### src/rtl/bus_addr_reg.sv
// bus_addr_reg: 16-bit address register fed from the 8-bit data bus.
// Bytes arrive by explicit low/high strobes or through a two-step byte
// sequencer. The register can post-increment for sequential memory access.
// Every output is a register, so the address seen by memory and PC logic
// is stable for the whole cycle.
module bus_addr_reg #(
   parameter logic [15:0] RESET_ADDR = 16'h0000
) (
   input  logic        i_clk,
   input  logic        i_nReset,
   input  logic [7:0]  i_bus,
   input  logic        i_loadLo,
   input  logic        i_loadHi,
   input  logic        i_loadSeq,
   input  logic        i_inc,
   output logic [15:0] o_addr,
   output logic        o_hiNext,
   output logic        o_wrap
);

   // Sequencer: which byte the next i_loadSeq writes.
   typedef enum logic {
      LO_NEXT = 1'b0,
      HI_NEXT = 1'b1
   } seq_state_e;

   seq_state_e  seq_q, seq_d;
   logic [15:0] addr_q, addr_d;
   logic        wrap_q, wrap_d;

   // Command decode. Explicit loads override the sequencer, and any load
   // overrides the increment.
   logic explicit_load;
   logic seq_load;
   logic inc_en;

   assign explicit_load = i_loadLo | i_loadHi;
   assign seq_load      = i_loadSeq & ~explicit_load;
   assign inc_en        = i_inc & ~explicit_load & ~i_loadSeq;

   // State registers. Reset is asynchronous, so a reset during HI_NEXT
   // returns to LO_NEXT at once, without waiting for a clock edge.
   always_ff @(posedge i_clk or negedge i_nReset) begin
      if (!i_nReset) begin
         addr_q <= RESET_ADDR;
         seq_q  <= LO_NEXT;
         wrap_q <= 1'b0;
      end else begin
         addr_q <= addr_d;
         seq_q  <= seq_d;
         wrap_q <= wrap_d;
      end
   end

   // Next-state logic. Everything holds by default, and the wrap flag
   // falls back to 0 unless this edge performs a wrapping increment.
   always_comb begin
      addr_d = addr_q;
      seq_d  = seq_q;
      wrap_d = 1'b0;

      if (explicit_load) begin
         // Loads replace bytes exactly as they appear on the bus, with no
         // carry into the other byte. When both strobes are set, the same
         // bus byte goes into both halves.
         if (i_loadLo) begin
            addr_d[7:0] = i_bus;
         end
         if (i_loadHi) begin
            addr_d[15:8] = i_bus;
         end
         // A fresh explicit address cancels any half-finished byte pair.
         seq_d = LO_NEXT;
      end else if (seq_load) begin
         unique case (seq_q)
            LO_NEXT: begin
               addr_d[7:0] = i_bus;
               seq_d       = HI_NEXT;
            end
            HI_NEXT: begin
               addr_d[15:8] = i_bus;
               seq_d        = LO_NEXT;
            end
            default: begin
               seq_d = LO_NEXT;
            end
         endcase
      end else if (inc_en) begin
         // Post-increment modulo 2^16. The sequencer is not affected.
         addr_d = addr_q + 16'd1;
         wrap_d = (addr_q == 16'hFFFF);
      end
   end

   assign o_addr   = addr_q;
   assign o_hiNext = (seq_q == HI_NEXT);
   assign o_wrap   = wrap_q;

endmodule
### config.mk
export PLATFORM = sky130hd
export DESIGN_NAME = bus_addr_reg
export DESIGN_NICKNAME = d
export VERILOG_FILES = /design/src/rtl/bus_addr_reg.sv
export SDC_FILE = /design/constraint.sdc
export NUM_CORES = 1
export LEC_CHECK = 0
export ABC_AREA = 1
export CORE_ASPECT_RATIO = 0.6
export CORE_MARGIN = 2
export CORE_UTILIZATION = 52
export DETAILED_ROUTE_END_ITERATION = 7
export PLACE_DENSITY = 0.84
export SYNTH_ARGS = -nofsm -noshare
export SYNTH_HDL_FRONTEND = slang
export SYNTH_SLANG_ARGS = --single-unit
### constraint.sdc
create_clock -name i_clk -period 3.4 [get_ports i_clk]
set_clock_uncertainty 0.1 [all_clocks]
set_input_delay 0.68 -clock i_clk [delete_from_list [all_inputs] [get_ports i_clk]]
set_output_delay 0.68 -clock i_clk [all_outputs]
set_load 0.02 [all_outputs]
==> impl_metrics.toml, run 1 <==
[yosys]
ys_seq_area_share_pct = 36.5
synth_nets = 202
ys_seq_elements = 18
syn_area_per_cell_um2 = 6.60
syn_inst = 187
synthesis.area_um2 = 1230
ys_warn_count = 0
ys_types = 21

[sta]
fin_ws_ns = 1.22
fin_crit_sh_pct = 64.0
finalSetupViolations = 0
fmax_mhz = 459
setup_tns_ns = 0
slew_headroom_pct = 45.6
worst_pin_slew_ns = 0.813
rsz0062_at_grt = "no"
hold_viol_final = 0
period_minus_slack_ns = 2.18
drv_slew = 0

[job]
drv_cap = 0

[critical_path]
cp_max_fo = 16
worstSetupPathType = "in -> reg"
rrSetupSlack_ns = 1.69
crit_arrival_ns = 2.22
cp-end-kind = "flop"
required_ns = 3.44
startpoint_type = "input pin"

[pwr]
pwr-share-clk_pct = 26.3
power_density_nw_per_um2 = 429
switching_share_pct = 36.3
internal-power_uw = 444
seqPwrFrac_pct = 40.6
p_leak_nw = 0.770
p_switching_uw = 252
vdd_drop_max_v = 0.000248
comb_power_share_pct = 33.1

[placement]
dpl_worst_slack_ns = 0.993
place_congestion = 0.908
place_hpwl_mm = 2.64
io_buffers = 31

[cells_and_area]
layout.nets = 235
area_growth_pct = 31.4
layout-drive-gt1-share_pct = 7.76
n_fill_cell = 178
diodes = 0

[floorplanning]
core_um2 = 2210
die_h_um = 41.8
placementRows = 13
pin_count = 32
die_x_um = 66.9
die_area_um2 = 2790
initial_core_util_pct = 55.8

[drt]
num_vias = 1353
drt_iter0_drc = 130
drt_wl_total_mm = 3.42
ant_nets = 0
drc = 0
wl_per_cell_um = 13.7
viasPerCell = 5.43
first_pass_iters = 5

[cts]
root_buffer = "clkbuf_8"
clkTransAtPathRegs_ns = 0.07
cts_max_level = 1
cts-resized-gates = 0
cts_tree = "done"
clock_latency_ns = 0.27
clock_sinks = 18
cts_buffers = 3
cts_setup_buffers = 0
cts_hold_buf = 0
clock_path_buffers = 2

[status]
outcome = "finished clean"

[global_route]
antenna_found_initial = 0
grt_util_all_layers_pct = 26.8
overflow = 0
grt_pass1_wl_mm = 5.60
grt_max_degree = 21
grt_pass1_vias = 1187

[min_path]
min_path_type = "reg -> reg"
==> layer usage <==
layer  vias to the layer above  track usage (%)  part of all wire (%)
met5                         -                0                     0
met4                         0             7.35                   1.1
met3                         6             7.05                   9.6
met2                        72             40.2                    43
met1                       616             38.2                    46
li1                        659                -                     -
==> stage by stage <==
| stage | utilization [%] | hold slack [ns] | instance area, µm² | power [mW] | instances |
|---|---|---|---|---|---|
| after floorplan | - | 0.284 | 1230 | 0.406 | 187 |
| after global placement | 70.9 | 0.483 | 1570 | 0.507 | 245 |
| after detailed placement | 70.9 | 0.490 | 1570 | 0.513 | 245 |
| after CTS | 73.4 | 0.507 | 1620 | 0.694 | 249 |
| after global routing | 73.4 | 0.540 | 1620 | 0.734 | 249 |
| final | 73.4 | 0.497 | 1620 | 0.696 | 249 |
==> power groups by stage <==
stage	clock network [mW]	registers, mW	logic [mW]
after CTS	0.184	0.281	0.230
after global placement	0	0.283	0.224
after floorplan	0	0.308	0.0979
final	0.183	0.282	0.230
after detailed placement	0	0.285	0.229
after global routing	0.195	0.287	0.252
==> area by class of cell <==
class	instances	area, µm²	share of cell area, %
multi-input cells	139	668	41.2
repair buffers	31	310	19.1
flip-flops and latches	18	450	27.8
clock buffers	4	55.1	3.39
well taps	30	37.5	2.31
inverters	27	101	6.25
==> state kept, by name, summed over array words and instances, names as in the netlist <==
signal    count
o_hiNext      1
o_addr       16
o_wrap        1
==> worst paths after layout <==
kind,depth (start not counted),start,endpoint
setup / recovery,7,i_loadSeq,o_addr[4]$_DFFE_PN0P_
hold / removal,2,o_hiNext$_DFFE_PN0P_,o_hiNext$_DFFE_PN0P_
setup reg to reg,10,o_addr[1]$_DFFE_PN0P_,o_addr[12]$_DFFE_PN0P_
hold reg to reg,2,o_hiNext$_DFFE_PN0P_,o_hiNext$_DFFE_PN0P_
max in group asynchronous,1,i_nReset,o_addr[9]$_DFFE_PN0P_
min in group asynchronous,1,i_nReset,o_addr[6]$_DFFE_PN0P_
==> Yosys cell counts (all sizes together) <==
cell type  count  area share (%)
inv           27             8.2
nor2          25             9.2
dfrtp         18              36
o21bai         1            0.61
nor3b          1            0.61
buf            3             1.2
o21ai         13             5.3
xor2           2             1.4
nor3           2            0.81
nand4          3             1.5
a21oi         22             8.9
ha             1             1.0
nand3         13             5.3
nand2         53              17
xnor2          3             2.1
==> placed cells by master (no fill, tap or decap), drive strengths merged <==
master	instances
nor3b	1
o21bai	1
nor2	25
nand2	53
xnor2	3
o21ai	13
nand3	13
a21oi	22
clkbuf	4
clkdlybuf4s50	31
xor2	2
inv	27
nand4	3
dfrtp	18
nor3	2
ha	1
==> kinds of logic (layout without fill, tap and decap cells) <==
| group | count (synthesis) | count (layout) | synth area share [%] |
|---|---|---|---|
| xor+xnor | 5 | 5 | 3.55 |
| simple gates | 97 | 97 | 34.8 |
| compound gates | 36 | 36 | 14.8 |
| fa+ha+maj | 1 | 1 | 1.01 |
| buf+inv | 30 | 62 | 9.42 |
| flops | 18 | 18 | 36.5 |
==> critical path, stage by stage <==
cell and delay (ns):
clkdlybuf4s50_1 0.51, nor2_4 0.38, nand2_2 0.15, nand2_2 0.19, inv_2 0.11, a21oi_1 0.13
nor2_1 0.07
Note: power is estimated with default switching activity, not from simulation.
==> inputs of run 2 (changes only) <==
--- a/config.mk
+++ b/config.mk
@@ -8,9 +8,9 @@
 export ABC_AREA = 1
 export CORE_ASPECT_RATIO = 0.6
 export CORE_MARGIN = 2
-export CORE_UTILIZATION = 52
+export CORE_UTILIZATION = 43
 export DETAILED_ROUTE_END_ITERATION = 7
-export PLACE_DENSITY = 0.84
+export PLACE_DENSITY = 0.75
 export SYNTH_ARGS = -nofsm -noshare
 export SYNTH_HDL_FRONTEND = slang
 export SYNTH_SLANG_ARGS = --single-unit
==> constraint.sdc (replaced) <==
create_clock -name i_clk -period 1.9 [get_ports i_clk]
set_clock_uncertainty 0.1 [all_clocks]
set_input_delay 0.38 -clock i_clk [delete_from_list [all_inputs] [get_ports i_clk]]
set_output_delay 0.38 -clock i_clk [all_outputs]
set_load 0.02 [all_outputs]
==> run 2 against run 1 <==
  * First-iteration DRC count rose by 31%
  * Worst hold slack lost 0.13 ns
  * Global-route usage down 3.7 points
  * Flip-flop and latch count did not move
  * Worst setup slack lost 1.2 ns
  * Final area increased by 1.8%
  * Die area is 19% higher
  * Combinational power grew 81%
  * Power increased by 71%
  * Count of clock-buffer cells in the layout down 1
  * Sequential share of layout area is 0.48 points lower
  * Critical path type is now reg -> out
  * Critical endpoint is now o_addr[11]
  * Largest power group unchanged
==> impl_metrics.toml, run 2 (synthesis results as in run 1) <==
[status]
outcome = "finished clean"

[placement]
place_congestion = 0.896
placed_area_um2 = 1610
place_hpwl_mm = 2.63
io_buffers = 31
dp_cells = 250

[global_route]
grt_pass1_vias = 1171
grt_pass1_wl_mm = 5.70
overflow = 0
grt_util_all_layers_pct = 23.2
grt_max_degree = 21
antenna_found_initial = 0

[floorplanning]
die_h_um = 45.5
placementRows = 14
initial_core_util_pct = 47.3
core_um2 = 2610
pin_count = 32
die_x_um = 73.2
die_area_um2 = 3330

[cts]
clock_path_buffers = 2
cts_setup_buffers = 0
clock_sinks = 18
cts_tree = "done"
root_buffer = "clkbuf_8"
cts_buffers = 3
cts-resized-gates = 0
clkTransAtPathRegs_ns = 0.06
clock_latency_ns = 0.26
cts_max_level = 1
cts_hold_buf = 0

[sta]
period_minus_slack_ns = 1.83
fin_crit_sh_pct = 96.5
fin_hold_ws_ns = 0.365
rsz0062_at_grt = "no"
setup_tns_ns = 0
drv_slew = 0
hold_viol_final = 0
finalSetupViolations = 0
slew_headroom_pct = 79.8
fmax_mhz = 545
worst_pin_slew_ns = 0.302

[cells_and_area]
layout-drive-gt1-share_pct = 8.60
final_area_um2 = 1650
fin_cells = 253
final_cell_mix = "nand2_1, clkdlybuf4s50_1, inv_1, a21oi_1, nor2_1"
layout.nets = 238
area_growth_pct = 33.7
largest_reg_flops = 16
diodes = 0
final_common_cell = "nand2_1"

[drt]
drt_iter0_drc = 170
wl_per_cell_um = 13.5
ant_nets = 0
first_pass_iters = 4
num_vias = 1320
viasPerCell = 5.22
drt_wl_total_mm = 3.42
drc = 0

[critical_path]
worst-path-buf-inv = 1
crit_family = "buffers and inverters"
crit_arrival_ns = 1.35
required_ns = 1.42
cp_slowest_cell = "clkdlybuf4s50_1"
path_cells = "clkdlybuf4s50_1"
cp_slowest_stage_delay_ns = 0.64
worstSetupPathType = "reg -> out"
cp_max_fo = 6
startpoint_type = "flop"
cp-end-kind = "output port"

[min_path]
min_path_type = "in -> async"

[pwr]
p_total_mw = 1.19
vdd_drop_max_v = 0.000390
p_leak_nw = 0.800
power_density_nw_per_um2 = 720

[job]
drv_cap = 0
==> run 2: power breakdown <==
group	internal, mW	switching, mW	leakage (nW)
Clock	0.141	0.128	0.0216
Combinational	0.185	0.232	0.565
Sequential	0.431	0.0737	0.213
==> run 2: metal layers <==
layer / GRT usage, % / routed length [µm] / vias to the layer above
met5: 0 / 0 / -
met4: 5.56 / 38 / 0
met3: 6.42 / 276 / 6
met2: 35.0 / 1460 / 61
met1: 33.0 / 1640 / 590
li1: - / - / 663
==> run 2: path summary, 6_finish.rpt <==
path | startpoint | end | slack (ns) | depth (start not counted)
setup / recovery | o_addr[11]$_DFFE_PN0P_ | o_addr[11] | 0.07 | 1
hold / removal | i_nReset | o_addr[2]$_DFFE_PN0P_ | 0.36 | 2
setup reg to reg | o_addr[1]$_DFFE_PN0P_ | o_addr[12]$_DFFE_PN0P_ | 0.22 | 10
hold reg to reg | o_addr[1]$_DFFE_PN0P_ | o_addr[1]$_DFFE_PN0P_ | 0.50 | 2
max in group asynchronous | i_nReset | o_addr[11]$_DFFE_PN0P_ | 1.12 | 2
min in group i_clk | o_addr[1]$_DFFE_PN0P_ | o_addr[1]$_DFFE_PN0P_ | 0.50 | 2
==> run 2: cell type report <==
cell class / count / area [µm²]
Sequential cell: 18 / 450
Multi-Input combinational cell: 139 / 668
Inverter: 27 / 101
Fill cell: 227 / 958
Timing Repair Buffer: 34 / 350
Tap cell: 32 / 40.0
Clock buffer: 3 / 41.3
==> run 2: through the flow <==
step	util [%]	worst slack, ns
final	63.3	0.0660
after global routing	63.3	0.0106
after CTS	63.1	0.0440
after detailed placement	61.5	-0.00707
after global placement	61.5	0.0344
after floorplan	-	0.338
==> inputs of run 3 (changes only) <==
--- a/config.mk
+++ b/config.mk
@@ -7,7 +7,6 @@
 export LEC_CHECK = 0
 export ABC_AREA = 1
 export CORE_ASPECT_RATIO = 0.6
-export CORE_MARGIN = 2
 export CORE_UTILIZATION = 43
 export DETAILED_ROUTE_END_ITERATION = 7
 export PLACE_DENSITY = 0.75
==> constraint.sdc (replaced) <==
create_clock -name i_clk -period 1.9 [get_ports i_clk]
set_clock_uncertainty 0.1 [all_clocks]
set_input_delay 0.57 -clock i_clk [delete_from_list [all_inputs] [get_ports i_clk]]
set_output_delay 0.57 -clock i_clk [all_outputs]
set_load 0.02 [all_outputs]
==> run 3 against run 2 <==
  * The flow now finishes with violations (DRC)
  * Final area up 2.9%
  * Die area down 7.0%
  * Non-clock buffer count up 10
  * Routed wire length up 0.82%
  * Critical path depth unchanged
  * Fmax down 1.5%
  * Sequential power down 3%
  * Worst hold slack better by 0.11 ns
==> impl_metrics.toml, run 3 (synthesis results as in run 1) <==
[status]
outcome = "complete, but fails checks"
violations = "DRC"

[sta]
fin_ws_ns = 0.0385
setup_tns_ns = 0
slew_headroom_pct = 77.9
period_minus_slack_ns = 1.86
fin_crit_sh_pct = 98.0
worst_pin_slew_ns = 0.331
hold_viol_final = 0
finalSetupViolations = 0
drv_slew = 0
fmax_mhz = 537
rsz0062_at_grt = "no"

[pwr]
power_density_nw_per_um2 = 695
seqPwrFrac_pct = 41.6
pwr-share-clk_pct = 22.9
vdd_drop_max_v = 0.000351
p_switching_uw = 435
comb_power_share_pct = 35.5
p_leak_nw = 0.868
switching_share_pct = 36.8
internal-power_uw = 746

[global_route]
grt_util_all_layers_pct = 25.4
grt_pass1_wl_mm = 5.95
grt_pass1_vias = 1315
grt_max_degree = 21
antenna_found_initial = 0
overflow = 0

[cells_and_area]
final_area_um2 = 1700
n_fill_cell = 256
fin_cells = 263
seq_area_um2 = 450
largest_reg_flops = 16
fin_util_pct = 65.1
area_growth_pct = 37.6
layout-drive-gt1-share_pct = 12.6
final_common_cell = "nand2_1"
final_cell_mix = "nand2_1, inv_1, a21oi_1, nor2_1, dfrtp_1"
multi_input_area_um2 = 668
layout.nets = 248
diodes = 0

[cts]
cts_max_level = 1
root_buffer = "clkbuf_8"
clkTransAtPathRegs_ns = 0.07
clock_sinks = 18
cts_tree = "done"
cts_hold_buf = 0
cts_buffers = 3
clock_path_buffers = 2
clock_latency_ns = 0.26

[placement]
io_buffers = 31
placed_area_um2 = 1670
dpl_worst_slack_ns = -0.185
dp_cells = 260
place_congestion = 0.909
place_hpwl_mm = 2.59

[drt]
drt_wl_total_mm = 3.45
viasPerCell = 5.11
wl_per_cell_um = 13.1
drt_iter0_drc = 90
ant_nets = 0
num_vias = 1345
drc = 3
first_pass_iters = 6

[critical_path]
cp-end-kind = "output port"
timing.rr.start = "o_addr[1]$_DFFE_PN0P_"
path_cells = "clkdlybuf4s50_1"
worstSetupPathType = "reg -> out"
required_ns = 1.23
cp_slowest_stage_delay_ns = 0.60
startpoint = "o_addr[6]$_DFFE_PN0P_"
cp_max_fo = 2
crit_arrival_ns = 1.19
startpoint_type = "flop"
worst-path-buf-inv = 1
crit_family = "buffers and inverters"
cp_slowest_cell = "clkdlybuf4s50_1"

[floorplanning]
die_x_um = 71.2
die_h_um = 43.5
die_area_um2 = 3100
initial_core_util_pct = 47.3
placementRows = 14
pin_count = 32
core_um2 = 2610

[job]
drv_cap = 0

[min_path]
min_path_type = "reg -> reg"
min_from = "o_addr[1]$_DFFE_PN0P_"
## run 3: changes by cell type in the layout (fill, tap and decap cells not counted)
cell             change
buf_12               -1
buf_4               +10
buf_6                +1
clkdlybuf4s50_1     -15
dlygate4sd2_1       +15
## run 3: path summary, 6_finish.rpt
path / to / slack (ns) / depth (start not counted)
min in group asynchronous: o_addr[2]$_DFFE_PN0P_ / 0.55 / 2
min: o_addr[1]$_DFFE_PN0P_ / 0.47 / 2
max: o_addr[6] / 0.04 / 1
min reg2reg: o_addr[1]$_DFFE_PN0P_ / 0.47 / 2
max reg2reg: o_addr[12]$_DFFE_PN0P_ / 0.25 / 10
max in group asynchronous: o_addr[10]$_DFFE_PN0P_ / 0.95 / 2
## run 3: power by group through the flow
stage / logic, mW / registers (mW) / clock network [mW]
global placement: 0.437 / 0.496 / 0
floorplan: 0.175 / 0.552 / 0
detailed placement: 0.446 / 0.498 / 0
CTS: 0.419 / 0.490 / 0.279
global route: 0.464 / 0.502 / 0.298
finish: 0.419 / 0.491 / 0.270
## run 3: what timing repair did
item | CTS | global route
buffers inserted | 0 | 0
setup endpoints to repair | 15 | 5
resized for setup | 15 | 3
## run 3: through the flow
| stage | hold slack (ns) | power (mW) |
|---|---|---|
| 6_report | 0.474 | 1.18 |
| 5_1_grt | 0.545 | 1.26 |
| 4_1_cts | 0.477 | 1.19 |
| 3_5_place_dp | 0.465 | 0.944 |
| 3_3_place_gp | 0.458 | 0.933 |
| 2_1_floorplan | 0.174 | 0.727 |
## run 3: final cells by class
| type | count | share of cell area [%] |
|---|---|---|
| Sequential cell | 18 | 26.5 |
| Tap cell | 32 | 2.36 |
| Multi-Input combinational cell | 139 | 39.3 |
| Clock buffer | 3 | 2.43 |
| Timing Repair Buffer | 44 | 23.4 |
| Inverter | 27 | 5.96 |
## run 3: routing by layer
layer | GRT usage, % | part of all wire (%) | vias to the layer above | routed length (µm)
met5 | 0 | 0 | - | 0
met4 | 8.40 | 1.1 | 0 | 37
met3 | 6.28 | 7.1 | 6 | 246
met2 | 39.0 | 44 | 51 | 1510
met1 | 35.4 | 48 | 604 | 1650
li1 | - | - | 684 | -
